==> src/rtl/cond_logic_pkg.sv <==
// cond_logic_pkg: condition codes and flag bit positions for the condition unit
package cond_pkg;
  typedef enum logic [3:0] {
    EQ, NE, CS, CC, MI, PL, VS, VC, HI, LS, GE, LT, GT, LE, AL, NV
  } cond_e;
  localparam int FLAG_N = 3;
  localparam int FLAG_Z = 2;
  localparam int FLAG_C = 1;
  localparam int FLAG_V = 0;
endpackage

==> src/rtl/cond_logic_if.sv <==
// cond_logic_if: decoder/ALU-side bundle into the condition unit and its committed strobes
interface cond_logic_if #(parameter int CNT_W = 32);
  logic             InstrValid;
  logic [3:0]       Cond;
  logic [3:0]       ALUFlags;
  logic [1:0]       FlagW;
  logic             PCS;
  logic             RegW;
  logic             MemW;
  logic             NoWrite;
  logic             CondEx;
  logic             PCSrc;
  logic             RegWrite;
  logic             MemWrite;
  logic [3:0]       Flags;
  logic [CNT_W-1:0] ExecCnt;
  logic [CNT_W-1:0] SquashCnt;
  modport master (
    output InstrValid, Cond, ALUFlags, FlagW, PCS, RegW, MemW, NoWrite,
    input  CondEx, PCSrc, RegWrite, MemWrite, Flags, ExecCnt, SquashCnt
  );
  modport slave (
    input  InstrValid, Cond, ALUFlags, FlagW, PCS, RegW, MemW, NoWrite,
    output CondEx, PCSrc, RegWrite, MemWrite, Flags, ExecCnt, SquashCnt
  );
endinterface

==> src/rtl/cond_logic_check.sv <==
// cond_check: combinational ARM condition evaluation of a condition field against {N,Z,C,V}
module cond_check
  import cond_pkg::*;
(
  input  cond_e      cond,
  input  logic [3:0] flags,
  output logic       cond_ex
);
  logic n, z, c, v;
  assign n = flags[FLAG_N];
  assign z = flags[FLAG_Z];
  assign c = flags[FLAG_C];
  assign v = flags[FLAG_V];
  // NV is treated as never-execute so it squashes rather than acting as AL
  always_comb begin
    case (cond)
      EQ:      cond_ex = z;
      NE:      cond_ex = ~z;
      CS:      cond_ex = c;
      CC:      cond_ex = ~c;
      MI:      cond_ex = n;
      PL:      cond_ex = ~n;
      VS:      cond_ex = v;
      VC:      cond_ex = ~v;
      HI:      cond_ex = c & ~z;
      LS:      cond_ex = ~c | z;
      GE:      cond_ex = n == v;
      LT:      cond_ex = n != v;
      GT:      cond_ex = ~z & (n == v);
      LE:      cond_ex = z | (n != v);
      AL:      cond_ex = 1'b1;
      default: cond_ex = 1'b0;
    endcase
  end
endmodule

==> src/rtl/cond_logic.sv <==
// cond_logic: flag register, condition check and write-strobe gating; COND_PERF_EN adds exec/squash counters
module cond_logic
  import cond_pkg::*;
#(
  parameter int CNT_W = 32
) (
  input logic         clk,
  input logic         reset_n,
  cond_logic_if.slave bus
);
  logic       cond_ex, exec;
  logic [3:0] flags_q, flags_d;
  cond_check u_check (.cond(cond_e'(bus.Cond)), .flags(flags_q), .cond_ex(cond_ex));
  assign exec         = bus.InstrValid & cond_ex;
  assign bus.CondEx   = cond_ex;
  assign bus.PCSrc    = bus.PCS & exec;
  assign bus.RegWrite = bus.RegW & ~bus.NoWrite & exec;
  assign bus.MemWrite = bus.MemW & exec;
  assign bus.Flags    = flags_q;
  // N,Z and C,V halves load independently, only for instructions that actually execute
  always_comb begin
    flags_d = {exec & bus.FlagW[1] ? bus.ALUFlags[FLAG_N:FLAG_Z] : flags_q[FLAG_N:FLAG_Z],
               exec & bus.FlagW[0] ? bus.ALUFlags[FLAG_C:FLAG_V] : flags_q[FLAG_C:FLAG_V]};
  end
  // flag register; reset overrides any same-cycle update
  always_ff @(posedge clk) begin
    flags_q <= !reset_n ? 4'b0000 : flags_d;
  end
`ifdef COND_PERF_EN
  logic [CNT_W-1:0] exec_cnt_q, exec_cnt_d, squash_cnt_q, squash_cnt_d;
  // saturating counts of executed and squashed valid instructions
  always_comb begin
    exec_cnt_d   = exec && !(&exec_cnt_q) ? exec_cnt_q + 1'b1 : exec_cnt_q;
    squash_cnt_d = bus.InstrValid && !cond_ex && !(&squash_cnt_q) ? squash_cnt_q + 1'b1 : squash_cnt_q;
  end
  // counter registers
  always_ff @(posedge clk) begin
    exec_cnt_q   <= !reset_n ? '0 : exec_cnt_d;
    squash_cnt_q <= !reset_n ? '0 : squash_cnt_d;
  end
  assign bus.ExecCnt   = exec_cnt_q;
  assign bus.SquashCnt = squash_cnt_q;
`else
  assign bus.ExecCnt   = {CNT_W{1'b0}};
  assign bus.SquashCnt = {CNT_W{1'b0}};
`endif
endmodule

==> src/flat_wrapper.sv <==
// flat-port wrapper written by rule: the top's interface ports become plain ports
module cond_logic_flat import cond_pkg::*;
#(
  parameter int CNT_W = 32
)
  (clk, reset_n, bus_InstrValid, bus_Cond, bus_ALUFlags, bus_FlagW, bus_PCS, bus_RegW, bus_MemW, bus_NoWrite, bus_CondEx, bus_PCSrc, bus_RegWrite, bus_MemWrite, bus_Flags, bus_ExecCnt, bus_SquashCnt);
  cond_logic_if #(.CNT_W(CNT_W)) bus_i ();
  input logic clk;
  input logic reset_n;
  input wire logic [$bits(bus_i.InstrValid)-1:0] bus_InstrValid;
  input wire logic [$bits(bus_i.Cond)-1:0] bus_Cond;
  input wire logic [$bits(bus_i.ALUFlags)-1:0] bus_ALUFlags;
  input wire logic [$bits(bus_i.FlagW)-1:0] bus_FlagW;
  input wire logic [$bits(bus_i.PCS)-1:0] bus_PCS;
  input wire logic [$bits(bus_i.RegW)-1:0] bus_RegW;
  input wire logic [$bits(bus_i.MemW)-1:0] bus_MemW;
  input wire logic [$bits(bus_i.NoWrite)-1:0] bus_NoWrite;
  output wire logic [$bits(bus_i.CondEx)-1:0] bus_CondEx;
  output wire logic [$bits(bus_i.PCSrc)-1:0] bus_PCSrc;
  output wire logic [$bits(bus_i.RegWrite)-1:0] bus_RegWrite;
  output wire logic [$bits(bus_i.MemWrite)-1:0] bus_MemWrite;
  output wire logic [$bits(bus_i.Flags)-1:0] bus_Flags;
  output wire logic [$bits(bus_i.ExecCnt)-1:0] bus_ExecCnt;
  output wire logic [$bits(bus_i.SquashCnt)-1:0] bus_SquashCnt;
  assign bus_i.InstrValid = bus_InstrValid;
  assign bus_i.Cond = bus_Cond;
  assign bus_i.ALUFlags = bus_ALUFlags;
  assign bus_i.FlagW = bus_FlagW;
  assign bus_i.PCS = bus_PCS;
  assign bus_i.RegW = bus_RegW;
  assign bus_i.MemW = bus_MemW;
  assign bus_i.NoWrite = bus_NoWrite;
  assign bus_CondEx = bus_i.CondEx;
  assign bus_PCSrc = bus_i.PCSrc;
  assign bus_RegWrite = bus_i.RegWrite;
  assign bus_MemWrite = bus_i.MemWrite;
  assign bus_Flags = bus_i.Flags;
  assign bus_ExecCnt = bus_i.ExecCnt;
  assign bus_SquashCnt = bus_i.SquashCnt;
  cond_logic #(.CNT_W(CNT_W)) u_core (.clk(clk), .reset_n(reset_n), .bus(bus_i));
endmodule
==> config.mk <==
export PLATFORM = sky130hd
export DESIGN_NAME = cond_logic_flat
export DESIGN_NICKNAME = d
export VERILOG_FILES = /design/src/rtl/cond_logic_pkg.sv /design/src/rtl/cond_logic_if.sv /design/src/rtl/cond_logic_check.sv /design/src/rtl/cond_logic.sv /design/src/flat_wrapper.sv
export SDC_FILE = /design/constraint.sdc
export NUM_CORES = 1
export LEC_CHECK = 0
export ABC_AREA = 1
export BUFFER_PORTS_ARGS = -buffer_cell sky130_fd_sc_hd__buf_2
export CORE_MARGIN = 4
export CORE_UTILIZATION = 33
export DETAILED_ROUTE_END_ITERATION = 10
export PLACE_DENSITY = 0.79
export SYNTH_ARGS = -nofsm -noshare
export SYNTH_HDL_FRONTEND = slang
export SYNTH_SLANG_ARGS = --single-unit
==> constraint.sdc <==
create_clock -name clk -period 1.1 [get_ports clk]
set_input_delay 0.11 -clock clk [delete_from_list [all_inputs] [get_ports clk]]
set_output_delay 0.11 -clock clk [all_outputs]
set_load 0.03 [all_outputs]
==> results.toml, run 1 <==
[logic_synthesis]
yosysSeqAreaShare_pct = 8.568
yosys-top-cells-count = "buf_4, nand2_1, inv_1"
synth_top_family_by_area = "buffers and inverters"
synthAdderAreaFrac_pct = 0
synth_edf_count = 0
ys_types = 15
synthXorXnorAreaFrac_pct = 0
yosys_register_bits = 4
ys.flop_type = "dfxtp_1"
yosys.area.top_type = "buf_4"
synthCells = 153
syn_area_per_cell_um2 = 6.109
synth_area_leaders = "buf_4, nand2_1, dfxtp_1, inv_1, nor2_1"
netlist.area_leader.share_pct = 51.41
synth_compound_area_share_pct = 1.071
synth_mux_area_share_pct = 0
async_flop_share_pct = 0
syn_area_um2 = 934.6
yosysWarningCount = 0
synthMostInstantiatedCell = "buf_4"
synth-simple-area-share_pct = 30.52

[critical_path]
required_ns = 0.99
worstPathMaxFanout = 3
path_class = "reg2out"
critPathCaptureType = "primary output"
crit_arrival_ns = 1.51
startpoint_type = "flop"

[floorplanning]
core_um2 = 2734
num_rows = 19
initial_core_util_pct = 34.19
die_h_um = 61.22
fp.dieArea_um2 = 3748
die_x_um = 61.22
pin_count = 89

[sta]
rsz0062_at_grt = "yes"
layout_min_cycle_time_ns = 1.615
fin_ws_ns = -0.5151
fmax_ghz = 0.6191
tns_ns = -2.988
setup_viol = 8
fin_skew_ns = 0.007943
final.period_utilization_pct = 146.8
finalHoldViolCount = 0
drv_slew = 0

[placement]
place_congestion = 0.9127
dpl.hpwl_um = 1567
io_buffers = 24
dpl_cell_area_um2 = 957.2

[clock_tree]
insertion_delay_ns = 0.24
clkTransAtPathRegs_ns = 0.04
hold_buffers = 0
cts_sinks = 4
h-tree-depth = 1
cts_tree = "built"
cts_buffers = 3
clock_path_buffers = 2
cts-root-buf = "clkbuf_4"

[power]
switching_share_pct = 56.17
switchingPower_w = 0.0005561
ir_worst_vdd_v = 0.0005009
clockPowerShare_pct = 20.5
pwr-share-comb_pct = 62.5
power_w = 0.0009901
power_density_nw_per_um2 = 953.4
p_seq_share_pct = 17.0
p_int_w = 0.0004340
power_leakage_nw = 0.6662

[grt]
grt_usage_pct = 8.101
grt_pass1_wl_um = 2235
first_global_vias = 577
grt_start_max_net_pins = 8
grt_remaining_overflow = 0
antenna_found_initial = 0

[routing]
routed_wl_um = 1727
drt_pre_antenna_iters = 4
vias = 794
post_drt_wl_per_cell_um = 7.814
drtIter0Drc = 10
drtAntennaViolNets = 0
drcViolationCount = 0
vias_per_cell = 3.593

[cells_and_area]
drive_above_1_share_pct = 31.58
antennaDiodeCount = 0
finalInstanceArea_um2 = 1039
nFillCells = 305
largest_reg_flops = 4
final_nets = 208
area_growth_syn_to_layout_pct = 11.11
multiInputGateArea_um2 = 580.6
final_util_pct = 37.99
regArea_um2 = 92.59

[hold_path]
min_path_type = "in2reg"

[status]
status = "finished, violations left"
violations = "setup timing"

[job]
drv_cap = 0
==> routing by layer <==
layer | global-route usage [%] | vias up | wire length (um)
met5 | 0 | - | 0
met4 | 5.573 | 0 | 27
met3 | 1.468 | 4 | 286
met2 | 13.14 | 57 | 812
met1 | 9.613 | 327 | 601
li1 | - | 406 | -
==> worst paths after layout <==
kind	start	endpoint	slack, ns	cells after the start
min	reset_n	u_core.bus.Flags[0]	0.12	3
max	u_core.bus.Flags[0]	bus_RegWrite	-0.52	12
min reg2reg	u_core.bus.Flags[3]	u_core.bus.Flags[3]	0.65	5
max reg2reg	u_core.bus.Flags[0]	u_core.bus.Flags[1]	-0.30	13
==> cell type report <==
class                      count  area share [%]
inverter                      20           7.711
multi-input combinational    128           55.90
timing repair buffer          34           21.20
clock buffer                   4           2.530
tap                           31           3.735
sequential                     4           8.916
==> layout by cell type, fill, tap and decap left out, drive strengths merged <==
cell | synthesis | routed
conb | 1 | 64
clkbuf | 0 | 4
nand2 | 34 | 34
nor3b | 1 | 1
nor3 | 1 | 1
a21oi | 2 | 2
dfxtp | 4 | 4
nor2 | 14 | 14
buf | 64 | 34
inv | 20 | 20
nand4 | 4 | 4
nand3 | 8 | 8
==> worst max-delay path, stage by stage, from the launching register on <==
cell and delay [ns]:
dfxtp_4 0.35, inv_4 0.06, nand2_2 0.05, nand2_2 0.07
nand2_2 0.05, nand2_1 0.05, nand2_1 0.06, nand2_2 0.09
nor2_4 0.04, nand2_4 0.06, nand2_4 0.06, nor3b_4 0.17
buf_6 0.15
==> power by group through the flow <==
stage	Sequential [W]	Combinational, W	Clock [W]
after floorplan	0.000190	0.000617	0
after global placement	0.000168	0.000579	0
after detailed placement	0.000169	0.000584	0
after CTS	0.000168	0.000615	0.000216
after global routing	0.000170	0.000671	0.000212
final	0.000168	0.000619	0.000203
==> cell families (layout without fill, tap and decap cells) <==
kind of cell           Yosys count  count (layout)
AOI/OAI and AO/OA                2               2
buffers and inverters           84              58
DFF                              4               4
other                            1              64
and+or+nand+nor                 62              62
==> what timing repair did <==
item                                    in CTS  in global routing
pin swaps                                    5                  0
cloned                                       0                  0
setup buffers                                1                  0
resized for setup                           15                  1
endpoints found under the setup margin       8                  8
==> stage by stage <==
| step | setup slack (ns) | hold WS, ns | cells |
|---|---|---|---|
| 3_3_place_gp | -0.3118 | 0.3738 | 216 |
| 5_1_grt | -0.6155 | 0.1330 | 221 |
| 3_5_place_dp | -0.3404 | 0.3737 | 216 |
| 4_1_cts | -0.5337 | 0.1102 | 221 |
| 2_1_floorplan | -0.4311 | 0.2216 | 216 |
| 6_report | -0.5151 | 0.1154 | 221 |
(Power assumes the default switching activity.)
==> inputs of run 2 (changes only) <==
REMOVE_ABC_BUFFERS = 1   (was not set)
==> run 2 against run 1 <==
The run still ends with setup timing left. Wire length up 17%. Clock power down 12%. Combinational power up 4.8%. Critical endpoint is now bus_CondEx. Largest power group unchanged.
==> results.toml, run 2 (same netlist as run 1, synthesis figures left out) <==
[placement]
dpl.hpwl_um = 1571
pre_cts_slack_ns = -0.3893
io_buffers = 24
place_congestion = 0.9020
dp.cells = 218
dpl_cell_area_um2 = 932.1

[sta]
rsz0062_at_grt = "yes"
fmax_ghz = 0.6100
fin_skew_ns = 0.005634
setup_viol = 8
fin_ws_ns = -0.5394
final.period_utilization_pct = 149.0
drv_slew = 0
layout_min_cycle_time_ns = 1.639
finalHoldViolCount = 0

[cells_and_area]
nFillCells = 308
final_common_cell = "conb_1"
final_cell_mix = "conb_1, nand2_1, buf_2"
antennaDiodeCount = 0
finalInstanceArea_um2 = 1071
layout.cells.non_filler = 225
area_growth_syn_to_layout_pct = 14.59
final_nets = 213
drive_above_1_share_pct = 32.99
largest_reg_flops = 4

[clock_tree]
hold_buffers = 0
insertion_delay_ns = 0.23
cts_tree = "built"
clkTransAtPathRegs_ns = 0.04
clock_path_buffers = 2
cts_sinks = 4
cts-root-buf = "clkbuf_4"
cts_buffers = 3
h-tree-depth = 1

[routing]
drt_pre_antenna_iters = 4
vias = 806
drtAntennaViolNets = 0
post_drt_wl_per_cell_um = 8.982
routed_wl_um = 2021
vias_per_cell = 3.582
drtIter0Drc = 15
drcViolationCount = 0

[critical_path]
critPathCaptureType = "primary output"
worstRegToRegCells = 13
crit_arrival_ns = 1.53
crit_path_end = "bus_CondEx"
r2r-start = "u_core.bus.Flags[0]"
cpPeakStageDelay_ns = 0.37
crit_start = "u_core.bus.Flags[0]"
required_ns = 0.99
worst-path-stages = 10
cpMaxStageDelayCell = "dfxtp_4"
cp_top_family = "simple AND/OR/NAND/NOR gates"
path_class = "reg2out"
worstPathMaxFanout = 3
r2r-end = "u_core.bus.Flags[2]"
r2r_setup_slack_ns = -0.36
crit_chain = "inv_4 -> buf_4 -> nand2_1 -> nand2_1 -> nand2_1 -> nand3_2 -> nor2_2 -> nand2_4 -> buf_4 -> buf_6"
startpoint_type = "flop"
cpMostUsedCell = "nand2_1"
crit_buf_inv = 4

[grt]
antenna_found_initial = 0
first_global_vias = 611
grt_usage_pct = 9.571
grt_start_max_net_pins = 8
grt_pass1_wl_um = 2587
grt_remaining_overflow = 0

[power]
power_leakage_nw = 0.6910
ir_worst_vdd_v = 0.0005079
power_density_nw_per_um2 = 932.2

[floorplanning]
die_x_um = 61.22
pin_count = 89
fp.dieArea_um2 = 3748
initial_core_util_pct = 34.19
die_h_um = 61.22
num_rows = 19
core_um2 = 2734

[status]
violations = "setup timing"
status = "finished, violations left"

[hold_path]
min_path_type = "in2reg"

[job]
drv_cap = 0
[run 2: cell type report]
type	count	area, um^2	share of cell area (%)
clock buffers	3	22.52	2.103
inverters	20	80.08	7.477
multi-input cells	128	595.6	55.61
flip-flops and latches	4	87.58	8.178
well taps	31	38.79	3.621
repair buffers	39	246.5	23.01
[run 2: worst min path at each step]
| stage | startpoint | to | slack (ns) | depth (start not counted) |
|---|---|---|---|---|
| 3_5_place_dp | reset_n | u_core.bus.Flags[3] | 0.38 | 3 |
| 6_report | reset_n | u_core.bus.Flags[0] | 0.13 | 3 |
| 2_1_floorplan | reset_n | u_core.bus.Flags[0] | 0.23 | 2 |
| 5_1_grt | reset_n | u_core.bus.Flags[3] | 0.14 | 3 |
| 4_1_cts | reset_n | u_core.bus.Flags[0] | 0.13 | 3 |
| 3_3_place_gp | reset_n | u_core.bus.Flags[3] | 0.37 | 3 |
[run 2: metal layers]
| metal | part of all wire [%] | track usage [%] | routed length [um] |
|---|---|---|---|
| met5 | 0 | 0 | 0 |
| met4 | 2.2 | 6.502 | 44 |
| met3 | 13 | 1.677 | 254 |
| met2 | 50 | 14.95 | 1004 |
| met1 | 35 | 11.90 | 717 |
[run 2: where the power goes]
group          internal (W)  switching (W)
registers          0.000156      0.0000151
clock network      0.000122      0.0000565
logic              0.000159       0.000490
total              0.000436       0.000562
[run 2: worst min-delay path, delay by kind of cell]
kind                   cells  cell delay (ns)
and+or+nand+nor            2             0.10
buffers and inverters      1             0.12
[run 2: per-stage QoR]
step	util (%)	total power, W	hold slack, ns	setup TNS, ns
detailed placement	34.10	0.0007471	0.3816	-2.790
CTS	36.93	0.0009723	0.1268	-3.037
floorplan	-	0.0006125	0.2313	-4.188
global placement	34.10	0.0007464	0.3748	-2.960
finish	39.18	0.0009984	0.1308	-3.558
global route	39.18	0.001068	0.1355	-4.451
[run 2: repair_timing]
item | in CTS | in global routing
pin swaps | 6 | 4
setup buffers | 3 | 2
gates resized for setup | 17 | 12
setup endpoints to repair | 8 | 8
==> inputs of run 3 (changes only) <==
CORE_UTILIZATION = 37   (was 33)
PLACE_DENSITY = 0.83   (was 0.79)
clock period = 1.7 ns   (was 1.1 ns; I/O delays follow)
==> run 3 against run 2 <==
The run still ends with setup timing left. Via count shrank 0.74%. Hold slack gained 0.054 ns. Clock skew shrank 0.0019 ns. Core utilization grew 2.4 points.
==> results.toml, run 3 (same netlist as run 1, synthesis figures left out) <==
[routing]
routed_wl_um = 1856
drcViolationCount = 0
drtIter0Drc = 11
drtAntennaViolNets = 0
drt_pre_antenna_iters = 4
vias = 800
vias_per_cell = 3.774
post_drt_wl_per_cell_um = 8.755

[placement]
dpl.hpwl_um = 1583
io_buffers = 24
dpl_cell_area_um2 = 845.8
place_congestion = 0.8718

[grt]
grt_start_max_net_pins = 8
grt_usage_pct = 9.327
grt_remaining_overflow = 0
grt_pass1_wl_um = 2401
antenna_found_initial = 0
first_global_vias = 595

[status]
violations = "setup timing"
status = "finished, violations left"

[sta]
fin_ws_ns = -0.01178
fin_hold_ws_ns = 0.1843
fmax_ghz = 0.5842
drv_slew = 0
layout_min_cycle_time_ns = 1.712
final.period_utilization_pct = 100.7
finalHoldViolCount = 0
rsz0062_at_grt = "yes"
setup_viol = 2
fin_skew_ns = 0.003767

[clock_tree]
insertion_delay_ns = 0.24
cts_buffers = 3
cts_tree = "built"
clock_path_buffers = 2
clkTransAtPathRegs_ns = 0.04
h-tree-depth = 1
cts-root-buf = "clkbuf_4"
cts_sinks = 4

[cells_and_area]
largest_reg_flops = 4
final_nets = 203
finalInstanceArea_um2 = 954.7
nFillCells = 264
drive_above_1_share_pct = 29.35
area_growth_syn_to_layout_pct = 2.142
antennaDiodeCount = 0
final_cell_mix = "conb_1, nand2_1, buf_2"
final_common_cell = "conb_1"

[floorplanning]
num_rows = 17
initial_core_util_pct = 40.69
fp.dieArea_um2 = 3394
die_x_um = 58.26
die_h_um = 58.26
core_um2 = 2297
pin_count = 89

[power]
ir_worst_vdd_v = 0.0002910
power_leakage_nw = 0.6355
power_density_nw_per_um2 = 639.0

[critical_path]
cpPeakStageDelay_ns = 0.35
worstPathMaxFanout = 3
path_class = "reg2out"
startpoint_type = "flop"
required_ns = 1.53
cpMostUsedCell = "nand2_2"
crit_chain = "inv_2 -> nand2_2 -> nand2_2 -> nand2_2 -> nand2_1 -> nand2_1 -> nand2_2 -> nor2_2 -> nand2_4 -> nand2_4 -> nor3b_2 -> buf_4"
crit_buf_inv = 2
critPathCaptureType = "primary output"
crit_arrival_ns = 1.54
cp_top_family = "simple AND/OR/NAND/NOR gates"
cpMaxStageDelayCell = "dfxtp_4"

[job]
drv_cap = 0

[hold_path]
min_path_type = "in2reg"
==> run 3: changes by cell type in the layout (fill, tap and decap cells not counted), sizes merged <==
cell	before	now
buf	39	29
==> run 3: repair_timing <==
action	4_1_cts	5_1_grt
pin swaps	1	4
hold buffers	0	0
setup endpoints to repair	4	5
cloned	0	0
gates resized for setup	7	16
buffers inserted	2	3
==> run 3: cell type report <==
type                            count  area, um^2  area share [%]
Tap cell                           28       35.03           3.670
Sequential cell                     4       90.09           9.436
Timing Repair Buffer               29       162.7           17.04
Clock buffer                        3       22.52           2.359
Inverter                           20       77.57           8.126
Multi-Input combinational cell    128       566.8           59.37
==> run 3: routing by layer <==
| metal | vias to the layer above | part of all wire, % | GRT usage, % |
|---|---|---|---|
| li1 | 394 | - | - |
| met1 | 340 | 33 | 11.36 |
| met2 | 61 | 49 | 14.67 |
| met3 | 5 | 15 | 1.336 |
| met4 | 0 | 2.4 | 6.954 |
| met5 | - | 0 | 0 |
==> run 3: worst min-delay path, delay by kind of cell <==
kind | cells | cell delay (ns)
simple gates | 2 | 0.09
buf+inv | 1 | 0.12
==> run 3: path summary, 6_finish.rpt <==
path	start	end	slack, ns	cells past startpoint
setup / recovery	u_core.bus.Flags[3]	bus_RegWrite	-0.01	12
hold / removal	reset_n	u_core.bus.Flags[2]	0.18	3
setup reg to reg	u_core.bus.Flags[3]	u_core.bus.Flags[0]	0.10	14
hold reg to reg	u_core.bus.Flags[1]	u_core.bus.Flags[1]	0.57	4
==> run 3: stage by stage <==
stage / worst slack (ns) / total power (W) / util, % / cells / TNS [ns]
3_5_place_dp: 0.04697 / 0.0004525 / 36.82 / 204 / 0
2_1_floorplan: -0.2088 / 0.0003963 / - / 152 / -0.5647
5_1_grt: -0.1206 / 0.0006486 / 41.56 / 212 / -0.3774
6_report: -0.01178 / 0.0006100 / 41.56 / 212 / -0.01230
4_1_cts: -0.01158 / 0.0005908 / 38.94 / 209 / -0.02095
3_3_place_gp: 0.08185 / 0.0004502 / 36.82 / 204 / 0
==> run 3: where the power goes <==
group	switching, W	leakage [nW]	total, W	internal, W
Clock	0.0000391	0.0138	0.000118	0.0000789
Combinational	0.000306	0.587	0.000381	0.0000756
Sequential	0.00000920	0.0350	0.000111	0.000102
